**src/rtl/ghr_checkpoint_unit.sv**
```systemverilog
// Global branch history unit: speculative and committed history registers plus
// an in-order FIFO of pre-prediction snapshots, one per in-flight branch. The
// head snapshot feeds target-cache training and repairs speculative history
// on a mispredict or a flush.
module ghr_checkpoint_unit #(
  parameter int HIST_W = 10,
  parameter int DEPTH  = 16,
  parameter int PTR_W  = 4
) (
  input  logic              clk,
  input  logic              resetn,
  input  logic              pred_valid,
  input  logic              pred_taken,
  output logic              pred_ready,
  output logic [HIST_W-1:0] spec_bhr,
  input  logic              resolve_valid,
  input  logic              resolve_taken,
  input  logic              resolve_mispredict,
  output logic [HIST_W-1:0] resolve_bhr,
  output logic [HIST_W-1:0] arch_bhr,
  input  logic              flush,
  output logic [PTR_W:0]    count,
  output logic              full,
  output logic              empty
);

  logic [HIST_W-1:0] entry_q [DEPTH];
  logic [HIST_W-1:0] spec_q, spec_d;
  logic [HIST_W-1:0] arch_q, arch_d;
  logic [PTR_W-1:0]  rd_ptr_q, rd_ptr_d;
  logic [PTR_W-1:0]  wr_ptr_q, wr_ptr_d;
  logic [PTR_W:0]    count_q, count_d;
  logic              full_q, full_d;
  logic              empty_q, empty_d;

  logic              pop_s;
  logic              mispredict_s;
  logic              kill_s;
  logic              push_s;
  logic [HIST_W-1:0] head_s;
  logic [HIST_W-1:0] commit_s;

  // A resolve on an empty queue is ignored, so only a real pop may mispredict.
  assign pop_s        = resolve_valid & ~empty_q;
  assign mispredict_s = pop_s & resolve_mispredict;
  assign kill_s       = flush | mispredict_s;
  assign push_s       = pred_valid & ~full_q & ~kill_s;
  assign head_s       = entry_q[rd_ptr_q];
  assign commit_s     = {head_s[HIST_W-2:0], resolve_taken};

  assign pred_ready  = ~full_q;
  assign spec_bhr    = spec_q;
  assign arch_bhr    = arch_q;
  assign resolve_bhr = head_s;
  assign count       = count_q;
  assign full        = full_q;
  assign empty       = empty_q;

  // Next-state: commit on pop, then flush > mispredict > normal push/pop.
  always_comb begin
    spec_d   = spec_q;
    arch_d   = arch_q;
    rd_ptr_d = rd_ptr_q;
    wr_ptr_d = wr_ptr_q;
    count_d  = count_q;
    if (pop_s) begin
      arch_d   = commit_s;
      rd_ptr_d = rd_ptr_q + PTR_W'(1);
    end else begin
      arch_d   = arch_q;
      rd_ptr_d = rd_ptr_q;
    end
    if (flush) begin
      // Restore to the committed history including any same-cycle pop.
      spec_d   = arch_d;
      wr_ptr_d = rd_ptr_d;
      count_d  = '0;
    end else if (mispredict_s) begin
      spec_d   = commit_s;
      wr_ptr_d = rd_ptr_d;
      count_d  = '0;
    end else begin
      if (push_s) begin
        spec_d   = {spec_q[HIST_W-2:0], pred_taken};
        wr_ptr_d = wr_ptr_q + PTR_W'(1);
      end else begin
        spec_d   = spec_q;
        wr_ptr_d = wr_ptr_q;
      end
      case ({push_s, pop_s})
        2'b10:   count_d = count_q + (PTR_W+1)'(1);
        2'b01:   count_d = count_q - (PTR_W+1)'(1);
        default: count_d = count_q;
      endcase
    end
    full_d  = (count_d == (PTR_W+1)'(DEPTH));
    empty_d = (count_d == (PTR_W+1)'(0));
  end

  // State registers with asynchronous active-low reset.
  always_ff @(posedge clk or negedge resetn) begin
    if (!resetn) begin
      spec_q   <= '0;
      arch_q   <= '0;
      rd_ptr_q <= '0;
      wr_ptr_q <= '0;
      count_q  <= '0;
      full_q   <= 1'b0;
      empty_q  <= 1'b1;
    end else begin
      spec_q   <= spec_d;
      arch_q   <= arch_d;
      rd_ptr_q <= rd_ptr_d;
      wr_ptr_q <= wr_ptr_d;
      count_q  <= count_d;
      full_q   <= full_d;
      empty_q  <= empty_d;
    end
  end

  // Snapshot storage: contents are don't-care after reset, so no reset here.
  always_ff @(posedge clk) begin
    if (push_s) begin
      entry_q[wr_ptr_q] <= spec_q;
    end
  end

endmodule

```
**config.mk**
```make
export PLATFORM = sky130hd
export DESIGN_NAME = ghr_checkpoint_unit
export DESIGN_NICKNAME = d
export VERILOG_FILES = /design/src/rtl/ghr_checkpoint_unit.sv
export SDC_FILE = /design/constraint.sdc
export NUM_CORES = 1
export LEC_CHECK = 0
export CAP_MARGIN = 5
export CORE_MARGIN = 4
export CORE_UTILIZATION = 43
export DETAILED_ROUTE_END_ITERATION = 7
export PLACE_DENSITY = 0.73
export SYNTH_ARGS = -nofsm -noshare
export SYNTH_HDL_FRONTEND = slang
export SYNTH_SLANG_ARGS = --single-unit
```
**constraint.sdc**
```tcl
create_clock -name clk -period 5.3 [get_ports clk]
set_clock_uncertainty 0.2 [all_clocks]
set_input_delay 1.06 -clock clk [delete_from_list [all_inputs] [get_ports clk]]
set_output_delay 1.06 -clock clk [all_outputs]
set_load 0.1 [all_outputs]
```
==> impl_metrics.yaml <==
run_status:
  outcome: "complete, no violations"
global_routing:
  grt_max_degree: 36
  grt_usage_pct: 16.6
  antenna_found_initial: 0
  grt_pass1_wl_um: 26700
  grt_pass1_vias: 4362
  grt-ovfl-total: 0
sta:
  fin_hold_ws_ns: 0.337
  fmax_mhz: 229
  worst_pin_slew_ns: 1.13
  slew_viol_final: 0
  rsz0062_at_grt: "false"
  slew_headroom_pct: 24.5
  fin_tns_setup_ns: 0
  hold_viol_final: 0
  setup_viol: 0
  final_period_minus_worst_setup_slack_ns: 4.36
  fin_crit_sh_pct: 82.3
clock_tree:
  numCtsBuffers: 17
  ctsRootBufferMaster: "clkbuf_16"
  cts_tree: "built"
  clkTransAtPathRegs_ns: 0.07
  clk_latency_ns: 0.43
  cts_resized: 0
  clockBufferDepth: 2
  postCtsSetupBuffers: 0
  cts.sinks: 195
  cts_hold_buf: 0
  h-tree-depth: 4
worst_setup_path:
  cp-end-kind: "output pin"
  cpMostUsedCell: "mux4_2"
  worstPathRequired_ns: 4.04
  cp_slowest_cell: "clkdlybuf4s50_1"
  cp_top_family: "multiplexers"
  crit_arrival_ns: 3.10
  crit_chain: "mux4_2 -> mux4_2 -> clkdlybuf4s50_1"
  cp_num_buf_inv: 1
  cp_slowest_stage_delay_ns: 0.98
  crit_fanout: 12
  path_class: "register to output pin"
  cp-start-kind: "register"
route:
  drc_errors: 0
  drt_wl_total_um: 16800
  via_count: 4223
  vias_per_cell: 5.65
  detail-route-antenna-nets: 0
  drt_iter0_markers: 352
  drt_pre_antenna_iters: 5
  wl_per_cell_um: 22.5
floorplanning:
  rows: 50
  pin_count: 46
  start_util_pct: 43.8
  fp.dieH_um: 146
  die-area_um2: 21300
  die_w_um: 146
  core_area_um2: 18700
synth:
  ys_ff_latch: 195
  ys.flop_type: "edfxtp_1"
  synth-edff-count: 160
  synthCells: 444
  ys_warn_count: 0
  synth_sequential_area_ratio_pct: 69.4
  avgSynthCellArea_um2: 18.4
  syn_area_um2: 8190
  syn_nets: 460
  async_reset_ff_share_pct: 17.9
  synth.distinct_cells: 42
layout:
  final_area_um2: 9470
  final_nets: 517
  multi_input_area_um2: 2340
  syn_to_final_growth_pct: 15.6
  n_antenna_cell: 0
  final_cells: 748
  drive_gt1_share_pct: 25.3
  fill_cells: 1462
  seq_area_um2: 5680
place:
  postPlaceCellArea_um2: 8890
  place.gp.congestion: 0.776
  place_inst: 716
  numPortBuffers: 45
  dp_hpwl_um: 11000
hold_path:
  min-delay-path-class: "register to register"
job:
  cap_violations: 0
## synthesized netlist by cell type (all sizes together), types with 3 or more instances
master / number / share of area [%]
o21ai: 12 / 0.73
xnor2: 6 / 0.64
ha: 8 / 1.2
dfrtp: 34 / 10
a21oi: 10 / 0.61
nand2: 13 / 0.60
nor2b: 3 / 0.23
clkbuf: 5 / 0.23
buf: 19 / 1.5
mux2: 18 / 2.8
edfxtp: 160 / 59
nor3: 4 / 0.24
nor2: 33 / 1.5
xor2: 6 / 0.64
mux2i: 21 / 2.6
a221oi: 8 / 0.86
mux4: 49 / 13
inv: 7 / 0.32
nand2b: 5 / 0.38
## per-layer routing
| layer | GRT usage (%) | vias to the layer above | part of all wire (%) |
|---|---|---|---|
| met1 | 23.6 | 2182 | 44 |
| met4 | 5.27 | 0 | 1.4 |
| met5 | 0 | - | 0 |
| met3 | 4.24 | 20 | 6.8 |
| li1 | - | 1873 | - |
| met2 | 25.3 | 148 | 48 |
## placed cells by master (no fill, tap or decap), types with 3 or more instances in the layout
master and instances:
inv_8 3, dfrtp_1 32, inv_6 3, mux2_2 10, edfxtp_1 160, a221oi_1 8, buf_4 26, xor2_1 6
nand2_1 13, ha_1 8, a21oi_1 10, nand2b_1 5, inv_1 6, xnor2_1 6, clkinv_4 4, nor2b_1 3
nor3_1 4, mux4_2 49, nor2_1 33, clkdlybuf4s50_1 35, mux2i_1 21, clkbuf_16 17, o21ai_0 11, mux2_4 8
## worst paths after layout
check,start,end,slack [ns],cells after the start
worst max register to register,empty,full,1.94,12
worst min register to register,arch_bhr[9],arch_bhr[9],0.34,2
max in group asynchronous,resetn,rd_ptr_q[0],3.84,1
worst min-delay path,arch_bhr[9],arch_bhr[9],0.34,2
min in group asynchronous,resetn,spec_bhr[3],0.50,1
worst max-delay path,rd_ptr_q[0],resolve_bhr[9],0.94,3
## through the flow
step / setup WS, ns / util [%]
2_1_floorplan: 1.32 / -
3_3_place_gp: 1.18 / 47.6
3_5_place_dp: 1.09 / 47.6
4_1_cts: 0.871 / 50.6
5_1_grt: 0.757 / 50.6
6_report: 0.938 / 50.6
## cell type report
| cell class | count | share of cell area (%) |
|---|---|---|
| sequential | 195 | 60.0 |
| timing repair buffer | 62 | 5.81 |
| multi-input combinational | 218 | 24.7 |
| clock inverter | 15 | 1.57 |
| inverter | 7 | 0.277 |
| clock buffer | 17 | 4.49 |
| tap | 234 | 3.09 |
## sequential cells by signal, summed over array words and instances (netlist names)
signal,count
arch_bhr,10
count,5
empty,1
entry_q,160
full,1
rd_ptr_q,4
spec_bhr,10
wr_ptr_q,4
## worst register-to-register path: stages, from the launching register on
cell and delay [ns]:
dfstp_2 0.53, nand2b_1 0.29, inv_2 0.06, a21oi_1 0.18, and2_1 0.23, inv_1 0.09, ha_1 0.28, xor2_1 0.21
ha_1 0.25, o32a_1 0.36, a31oi_2 0.23, xnor2_1 0.11, nor4_1 0.24
## kinds of logic after synthesis
kind of cell	count (synthesis)	synth area share, %
flip-flops	195	69.4
adder cells (fa/ha/maj)	8	1.22
XOR/XNOR	12	1.28
AND/OR/NAND/NOR	69	3.85
multiplexers	88	18.9
AO/OA/AOI/OAI	41	3.35
buffers and inverters	31	2.03
Power is left out: the tool's default activity adds up to more than one toggle a clock period on the data nets, which glitch-free logic cannot reach.
